===== src/rtl/aabb_closest_hit_reducer_pkg.sv =====
// Shared types for the AABB closest-hit reducer: the hit record, the signed
// fixed-point T, the reducer state enum and the null-hit constant.
// The optional any-hit mode (macro AABB_REDUCER_ANYHIT_EN) uses the DRAIN state.
`ifndef FIXED_WIDTH
`define FIXED_WIDTH 32
`endif
`ifndef NULL_PRIMITIVE_INDEX
`define NULL_PRIMITIVE_INDEX 16'hFFFF
`endif

package aabb_closest_hit_reducer_pkg;

    localparam int FIXED_W = `FIXED_WIDTH;
    localparam int PI_W    = 16;
    localparam logic [PI_W-1:0] NULL_PI = `NULL_PRIMITIVE_INDEX;

    // Signed fixed-point distance along the ray.
    typedef logic signed [FIXED_W-1:0] Fixed;

    typedef struct packed {
        logic            bHit;
        Fixed            T;
        logic [PI_W-1:0] PI;
        logic [23:0]     Color;
        logic [3:0]      SurfaceType;
        logic [47:0]     Normal;
    } HitData;

    typedef enum logic [1:0] {
        IDLE  = 2'd0,
        ACCUM = 2'd1,
        DONE  = 2'd2,
        DRAIN = 2'd3
    } ReducerState;

    localparam HitData NULL_HIT = '{bHit: 1'b0, T: '0, PI: NULL_PI,
                                    Color: '0, SurfaceType: '0, Normal: '0};

    // Signed strict less-than on Fixed values.
    function automatic logic Fixed_Less(input Fixed a, input Fixed b);
        return a < b;
    endfunction

endpackage


===== src/rtl/hit_nearer_select.sv =====
// Decides whether a candidate hit replaces the current best hit.
// A miss never replaces; any hit replaces an empty best; otherwise strictly
// smaller T wins, so equal T keeps the earlier primitive.
module hit_nearer_select
    import aabb_closest_hit_reducer_pkg::*;
(
    input  logic best_hit,
    input  Fixed best_t,
    input  logic cand_hit,
    input  Fixed cand_t,
    output logic replace
);

    assign replace = cand_hit && (!best_hit || Fixed_Less(cand_t, best_t));

endmodule


===== src/rtl/aabb_closest_hit_reducer.sv =====
// Reduces the serial stream of per-primitive AABB results of one ray to a
// single resolved hit. A primitive counter ends the ray if in_last never
// arrives, flagged by out_overrun.
// Optional macro AABB_REDUCER_ANYHIT_EN: keep the first hit and drain the rest.
module aabb_closest_hit_reducer
    import aabb_closest_hit_reducer_pkg::*;
#(
    parameter int MAX_PRIMS = 256
)
(
    input  logic   clk,
    input  logic   reset,
    input  logic   ray_start,
    input  logic   in_valid,
    output logic   in_ready,
    input  HitData in_hit,
    input  logic   in_last,
    output logic   out_valid,
    input  logic   out_ready,
    output HitData out_hit,
    output logic   out_overrun,
    output logic   busy
);

    localparam int CW = $clog2(MAX_PRIMS) + 1;
    localparam logic [CW-1:0] LIMIT = CW'(MAX_PRIMS - 1);

    ReducerState   state, state_nxt;
    HitData        best, best_nxt;
    logic [CW-1:0] count, count_nxt;
    logic          overrun, overrun_nxt;
    logic          replace;
    logic          beat;
    logic          at_limit;

    hit_nearer_select u_sel (
        .best_hit (best.bHit),
        .best_t   (best.T),
        .cand_hit (in_hit.bHit),
        .cand_t   (in_hit.T),
        .replace  (replace)
    );

`ifdef AABB_REDUCER_ANYHIT_EN
    assign in_ready = (state == ACCUM) || (state == DRAIN);
`else
    assign in_ready = (state == ACCUM);
`endif
    assign beat        = in_valid && in_ready;
    assign at_limit    = (count == LIMIT);
    assign out_valid   = (state == DONE);
    assign out_hit     = best;
    assign out_overrun = overrun;
    assign busy        = (state != IDLE);

    // Next state and next datapath values; everything holds unless a case moves it.
    always_comb begin
        state_nxt   = state;
        best_nxt    = best;
        count_nxt   = count;
        overrun_nxt = overrun;
        case (state)
            IDLE: begin
                if (ray_start) begin
                    best_nxt    = NULL_HIT;
                    count_nxt   = '0;
                    overrun_nxt = 1'b0;
                    state_nxt   = ACCUM;
                end
            end
            ACCUM: begin
                if (beat) begin
                    count_nxt = count + 1'b1;
                    if (replace) best_nxt = in_hit;
                    if (in_last) begin
                        state_nxt   = DONE;
                        overrun_nxt = 1'b0;
                    end else if (at_limit) begin
                        state_nxt   = DONE;
                        overrun_nxt = 1'b1;
                    end
`ifdef AABB_REDUCER_ANYHIT_EN
                    else if (replace) begin
                        state_nxt = DRAIN;
                    end
`endif
                end
            end
`ifdef AABB_REDUCER_ANYHIT_EN
            DRAIN: begin
                if (beat) begin
                    count_nxt = count + 1'b1;
                    if (in_last) begin
                        state_nxt   = DONE;
                        overrun_nxt = 1'b0;
                    end else if (at_limit) begin
                        state_nxt   = DONE;
                        overrun_nxt = 1'b1;
                    end
                end
            end
`endif
            DONE: begin
                if (out_ready) state_nxt = IDLE;
            end
            default: state_nxt = IDLE;
        endcase
    end

    // State, best hit, counter and overrun flag registers; reset drops any ray in flight.
    always_ff @(posedge clk or posedge reset) begin
        if (reset) begin
            state   <= IDLE;
            best    <= NULL_HIT;
            count   <= '0;
            overrun <= 1'b0;
        end else begin
            state   <= state_nxt;
            best    <= best_nxt;
            count   <= count_nxt;
            overrun <= overrun_nxt;
        end
    end

endmodule

===== config.mk =====
export PLATFORM = sky130hd
export DESIGN_NAME = aabb_closest_hit_reducer
export DESIGN_NICKNAME = d
export VERILOG_FILES = /design/src/rtl/aabb_closest_hit_reducer_pkg.sv /design/src/rtl/hit_nearer_select.sv /design/src/rtl/aabb_closest_hit_reducer.sv
export SDC_FILE = /design/constraint.sdc
export NUM_CORES = 1
export LEC_CHECK = 0
export BUFFER_PORTS_ARGS = -buffer_cell sky130_fd_sc_hd__buf_2
export CAP_MARGIN = 10
export CORE_MARGIN = 8
export CORE_UTILIZATION = 43
export CTS_CLUSTER_DIAMETER = 50
export CTS_CLUSTER_SIZE = 40
export DETAILED_ROUTE_END_ITERATION = 7
export GPL_TIMING_DRIVEN = 0
export PLACE_DENSITY = 0.88
export SYNTH_ARGS = -nofsm -noshare
export SYNTH_HDL_FRONTEND = slang
export SYNTH_HIERARCHICAL = 1
export SYNTH_SLANG_ARGS = --single-unit
export TNS_END_PERCENT = 5

===== constraint.sdc =====
create_clock -name clk -period 4.3 [get_ports clk]
set_clock_uncertainty 0.15 [all_clocks]
set_input_delay 0.86 -clock clk [delete_from_list [all_inputs] [get_ports clk]]
set_output_delay 0.86 -clock clk [all_outputs]
set_load 0.05 [all_outputs]

==> reports/metrics.cfg, run 1 <==
[routing]
avgRoutedWirePerCell_um=18.4
routed_wl_mm=17.4
ant_nets=0
drc=0
first_pass_iters=4
dr.first_iter.drc_count=285
via_count=4942
vias_per_cell=5.25

[timing]
final.min_clock_period_ns=3.49
hold_viol_final=0
post-route-worst-setup-slack_ns=0.810
fin_crit_sh=0.812
worst_hold_slack_ns=0.350
fmax_mhz=287
fin_tns_setup_ns=0
worstMarginPinSlew_ns=0.746
finalMaxSlewViolations=0
rsz0062_at_grt=false
final-setup-viol-count=0
max_slew_margin=0.501

[setup_path]
critPathSlowestCell=a2111oi_2
worstReg2RegEnd=out_hit[13]
cp_max_fo=10
reg2reg_from=out_hit[111]
cpPeakStageDelay_ns=0.55
rrSetupSlack_ns=0.93
cp-end-kind=flop
cp-start-kind=primary input
worstPathArrival_ns=3.62
critPathKind=in2reg
crit_top_cell=buf_6
worstPathRequired_ns=4.43
critPathCapture=out_hit[13]
r2r_cells=13
critPathLaunch=in_hit[122]
cp_cell_sequence=buf_2, ha_1, nand4_1, nor3_1, a221oi_1, a21boi_0, a2111oi_2, nand3_1, a21o_1, buf_6, buf_6, buf_6, a22o_1

[yosys]
synth_edf_count=0
synth_warnings=6
syn_area_mm2=0.00592
syn-num-nets=631
ys.flop_type=dfrtp_1
yosysUniqueCellTypes=47
syn_avg_cell_area_um2=12.7
ys_seq_area_frac=0.582
ys_ff_latch=137
yosysTopAreaCell=dfrtp_1
async_flop_share=1.00
syn_inst=467
synthTopCellsByArea=dfrtp_1 (51%), a22o_1 (16%), dfstp_2 (7.1%)
synth_top_area_frac=0.511

[job]
drv_cap=0

[placed_design]
gp_congestion=0.852
port_buffers=259
dp_slack_ns=0.405
dp_hpwl_mm=13.4

[finish]
diodes=0
fill_cells=1146
synthToLayoutAreaGrowth_pct=36.8
fin_nets=912
drive_gt1_frac=0.449

[clock_network]
root_buffer=clkbuf_16
post_cts_buffers=0
ctsHoldBuffers=0
clock-sinks=137
cts_resized=0
clkTransAtPathRegs_ns=0.06
ctsLongestPathBuffers=2
cts_tree=yes
h-tree-depth=4
cts_buffers=17
clock_latency_ns=0.41

[floorplanning]
initial_utilization=0.433
coreArea_mm2=0.0137
fp-row-count=43
dieArea_mm2=0.0178
fp.dieW_um=133
pin_count=260
dieHeight_um=133

[global_route]
grt_overflow_total=0
grt_use_total=0.191
grt_max_degree=40
antenna_found_initial=0
grt_pass1_wl_mm=27.2
grt_pass1_vias=5110

[run_status]
status=finished, final reports clean

[worst_hold_path]
hold_class=reg2reg

[pwr]
leakage_uw=0.00427
ir_worst_vdd_mv=0.484
p_per_area_mw_per_mm2=885

cells in the mapped netlist, types with 2 or more instances:
cell type  count
clkbuf_1       2
nor3_1         2
o21ai_0        9
nand2b_4       2
nand4_1        5
dfrtp_1      121
a22o_1       110
nand2b_1       4
a2111oi_0      2
a21oi_1       19
and4_1         2
nand3_1        5
mux2i_1        4
ha_1          33
nand2_1       17
or4_1          2
o22a_1        16
buf_2         19
nor2_1         6
buf_4          3
dfstp_2       16
buf_6          4
inv_1         39
o31ai_1        2
flip-flops by register name, summed over array words and instances (netlist names):
register,flops
count,9
out_hit,125
out_overrun,1
state,2
cell type report:
cell class | count | area (um2) | area share
clock buffers | 19 | 453 | 0.0559
inverters | 39 | 150 | 0.0185
flip-flops and latches | 137 | 3450 | 0.426
multi-input cells | 263 | 2160 | 0.266
repair buffers | 262 | 1360 | 0.167
plain buffers | 28 | 170 | 0.0210
well taps | 180 | 225 | 0.0278
clock inverters | 13 | 143 | 0.0176
per-stage QoR:
stage / total power [uW] / util / std cells / instance area (um2)
finish: 7170 / 0.593 / 941 / 8100
global route: 7520 / 0.593 / 941 / 8100
CTS: 7230 / 0.593 / 941 / 8100
detailed placement: 5750 / 0.549 / 909 / 7510
global placement: 5660 / 0.545 / 906 / 7450
floorplan: 4810 / - / 467 / 5920
where the power goes:
part           switching [uW]  internal, uW  total (uW)
Combinational            2620           977        3600
Sequential                303          1810        2120
Clock                     562           890        1450
Total                    3490          3680        7170
worst min-delay path by stage:
| stage | end | from | depth (start not counted) | slack, ns |
|---|---|---|---|---|
| after CTS | out_hit[71] | out_hit[71] | 1 | 0.35 |
| after global placement | out_hit[28] | out_hit[28] | 1 | 0.33 |
| after detailed placement | out_hit[36] | out_hit[36] | 1 | 0.34 |
| after global routing | out_hit[37] | out_hit[37] | 1 | 0.36 |
| final | out_hit[49] | out_hit[49] | 1 | 0.35 |
| after floorplan | count[0] | count[0] | 1 | 0.33 |
metal layers:
| metal | share of wire | vias up | GRT usage |
|---|---|---|---|
| li1 | - | 2322 | - |
| met1 | 0.40 | 2410 | 0.219 |
| met2 | 0.50 | 189 | 0.324 |
| met3 | 0.073 | 21 | 0.0614 |
| met4 | 0.020 | 0 | 0.0799 |
| met5 | 0 | - | 0 |
cell usage in the layout, fill, tap and decap left out, types with 2 or more instances in the layout:
| master | n |
|---|---|
| nand2b_1 | 4 |
| o31ai_1 | 2 |
| buf_4 | 3 |
| mux2i_1 | 4 |
| and4_1 | 2 |
| inv_6 | 4 |
| ha_1 | 33 |
| nand4_1 | 5 |
| buf_12 | 3 |
| nand3_1 | 5 |
| o22a_1 | 16 |
| o21ai_0 | 9 |
| clkinvlp_4 | 5 |
| nor2_1 | 6 |
| clkbuf_1 | 2 |
| bufinv_16 | 2 |
| inv_1 | 38 |
| nand2_1 | 17 |
| a22o_1 | 110 |
| a21oi_1 | 19 |
| dfstp_2 | 16 |
| buf_6 | 4 |
| buf_2 | 278 |
| a2111oi_0 | 2 |
| or4_1 | 2 |
| clkbuf_8 | 2 |
| nor3_1 | 2 |
| nand2b_4 | 2 |
| dfrtp_1 | 121 |
| clkbuf_16 | 17 |
cells by family (layout without fill, tap and decap cells):
family,after synthesis,in the layout,share of synthesized area
buf+inv,67,361,0.0535
flops,137,137,0.582
xor+xnor,1,1,0.00148
simple gates,55,55,0.0528
mux,4,4,0.00676
compound gates,170,170,0.233
fa+ha+maj,33,33,0.0697
worst max-delay path, delay by kind of cell:
family	cells	cell delay, ns
simple gates	3	0.42
compound gates	5	1.47
fa+ha+maj	1	0.31
buf+inv	4	0.54
Note: power is estimated with default switching activity, not from simulation.
==> run 2: changes to the inputs <==
- CORE_UTILIZATION: 43 -> 48
- PLACE_DENSITY: 0.88 -> 0.92
- clock period: 4.3 -> 3.7 ns (I/O delays scaled with it)
==> reports/metrics.cfg, run 2 (synthesized netlist as in run 1, its figures left out) <==
[pwr]
leakage_uw=0.00429  ; was 0.00427 uW
intPower_uw=4350  ; was 3680 uW
swShare=0.485  ; was 0.487
switchingPower_uw=4100  ; was 3490 uW
seq_power_share=0.293  ; was 0.295
p_clk_frac=0.208  ; was 0.202
p_per_area_mw_per_mm2=1040  ; was 885 mW/mm2
share_comb_of_total_power=0.499  ; was 0.502
ir_worst_vdd_mv=0.538  ; was 0.484 mV

[clock_network]
clock-sinks=137  ; unchanged
cts_tree=yes  ; unchanged
post_cts_buffers=0  ; unchanged
ctsHoldBuffers=0  ; unchanged
cts_buffers=17  ; unchanged
h-tree-depth=4  ; unchanged
ctsLongestPathBuffers=2  ; unchanged
clock_latency_ns=0.42  ; was 0.41 ns
root_buffer=clkbuf_16  ; unchanged
cts_resized=0  ; unchanged
clkTransAtPathRegs_ns=0.06  ; about the same

[floorplanning]
fp-row-count=40  ; was 43
pin_count=260  ; unchanged
dieArea_mm2=0.0161  ; was 0.0178 mm2
initial_utilization=0.493  ; was 0.433
fp.dieW_um=127  ; was 133 um
dieHeight_um=127  ; was 133 um
coreArea_mm2=0.0120  ; was 0.0137 mm2

[finish]
layout_common_cells=buf_2 (278), dfrtp_1 (121), a22o_1 (110)  ; unchanged
fin_nets=912  ; unchanged
drive_gt1_frac=0.452  ; was 0.449
largest_register_ffs=125  ; unchanged
fill_cells=888  ; was 1,146
final_cells=909  ; was 941
synthToLayoutAreaGrowth_pct=36.6  ; was 36.8%
multi_input_area_mm2=0.00216  ; about the same
regArea_mm2=0.00345  ; unchanged
final_common_cell=buf_2  ; unchanged

[routing]
vias_per_cell=5.63  ; was 5.25
dr.first_iter.drc_count=322  ; was 285
avgRoutedWirePerCell_um=20.1  ; was 18.4 um
via_count=5114  ; was 4,942
first_pass_iters=4  ; unchanged
ant_nets=0  ; unchanged
routed_wl_mm=18.3  ; was 17.4 mm
drc=0  ; unchanged

[timing]
hold_viol_final=0  ; unchanged
worstMarginPinSlew_ns=0.589  ; was 0.746 ns
fin_crit_sh=0.953
final-setup-viol-count=0  ; unchanged
fmax_mhz=284
worst_hold_slack_ns=0.253  ; was 0.350 ns
finalMaxSlewViolations=0  ; unchanged
final.min_clock_period_ns=3.53
max_slew_margin=0.597  ; was 0.501
rsz0062_at_grt=false  ; unchanged

[global_route]
grt_use_total=0.222  ; was 0.191
grt_pass1_wl_mm=27.9  ; was 27.2 mm
grt_overflow_total=0  ; unchanged
antenna_found_initial=1  ; was 0
grt_pass1_vias=5191  ; was 5,110
grt_max_degree=44  ; was 40

[placed_design]
port_buffers=259  ; unchanged
dp.cells=876  ; was 909
dp_hpwl_mm=14.0  ; was 13.4 mm
gp_congestion=0.831  ; was 0.852

[setup_path]
cp_cell_sequence=inv_1, ha_1, nand4_1, nor3_1, a221oi_1, a21boi_0, a2111oi_2, nand3_1, a21o_1, buf_6, buf_6, buf_6, a22o_1  ; was buf_2, ha_1, nand4_1, nor3_1, a221oi_1, a21boi_0, a2111oi_2, nand3_1, a21o_1, buf_6, buf_6, buf_6, a22o_1
critPathSlowestCell=a2111oi_2  ; unchanged
cp.buffers_inverters=4  ; unchanged
cp_max_fo=10  ; unchanged
worstPathArrival_ns=3.67  ; was 3.62 ns
cp-start-kind=flop  ; was primary input
cpPeakStageDelay_ns=0.60  ; was 0.55 ns
cp-end-kind=flop  ; unchanged
worstPathRequired_ns=3.85  ; was 4.43 ns
crit_top_cell=buf_6  ; unchanged
cp_top_family=compound AO/OA/AOI/OAI gates  ; unchanged
critPathKind=reg2reg  ; was in2reg

[worst_hold_path]
hold_class=in2async  ; was reg2reg

[job]
drv_cap=0  ; unchanged

[run_status]
status=finished, final reports clean  ; unchanged

[run 2: power groups by stage]
| stage | logic, uW | registers (uW) | clock network (uW) |
|---|---|---|---|
| detailed placement | 4210 | 2480 | 0 |
| CTS | 4230 | 2470 | 1780 |
| finish | 4220 | 2470 | 1750 |
| global placement | 4140 | 2440 | 0 |
| global route | 4420 | 2530 | 1850 |
| floorplan | 1210 | 4380 | 0 |
[run 2: final cells by class]
type | count | area share
Sequential cell | 137 | 0.426
Multi-Input combinational cell | 263 | 0.267
Timing Repair Buffer | 262 | 0.168
Clock buffer | 19 | 0.0560
Tap cell | 147 | 0.0227
Buffer | 28 | 0.0210
Clock inverter | 13 | 0.0203
Inverter | 39 | 0.0186
Antenna cell | 1 | 0.000309
[run 2: path summary, 6_finish.rpt]
check,startpoint,endpoint,slack (ns),cells after the start
max,out_hit[123],out_hit[17],0.17,13
min,reset,out_overrun,0.25,2
max reg2reg,out_hit[123],out_hit[17],0.17,13
min reg2reg,out_hit[56],out_hit[56],0.35,1
max in group asynchronous,reset,out_hit[93],2.28,4
min in group clk,out_hit[56],out_hit[56],0.35,1
[run 2: stage by stage]
step,worst slack (ns),utilization,total power [uW],TNS (ns),cell area (um2)
floorplan,0.457,-,5590,0,5920
global placement,-0.0559,0.616,6580,-1.07,7400
detailed placement,-0.143,0.621,6690,-3.45,7460
CTS,0.232,0.673,8470,0,8080
global route,0.0589,0.673,8800,0,8090
finish,0.174,0.673,8440,0,8090
[run 2: worst reg2reg max path, cell delays in order (launching register included)]
cell	delay, ns
dfrtp_1	0.37
inv_1	0.05
ha_1	0.34
nand4_1	0.19
nor3_1	0.09
a221oi_1	0.31
a21boi_0	0.16
a2111oi_2	0.60
nand3_1	0.22
a21o_1	0.22
buf_6	0.15
buf_6	0.16
buf_6	0.15
a22o_1	0.23
[run 2: metal layers]
layer	track usage	routed length [um]	vias to the layer above
met5	0	0	-
met4	0.0994	427	0
met3	0.0661	1210	35
met2	0.378	9340	207
met1	0.253	7310	2540
li1	-	-	2332
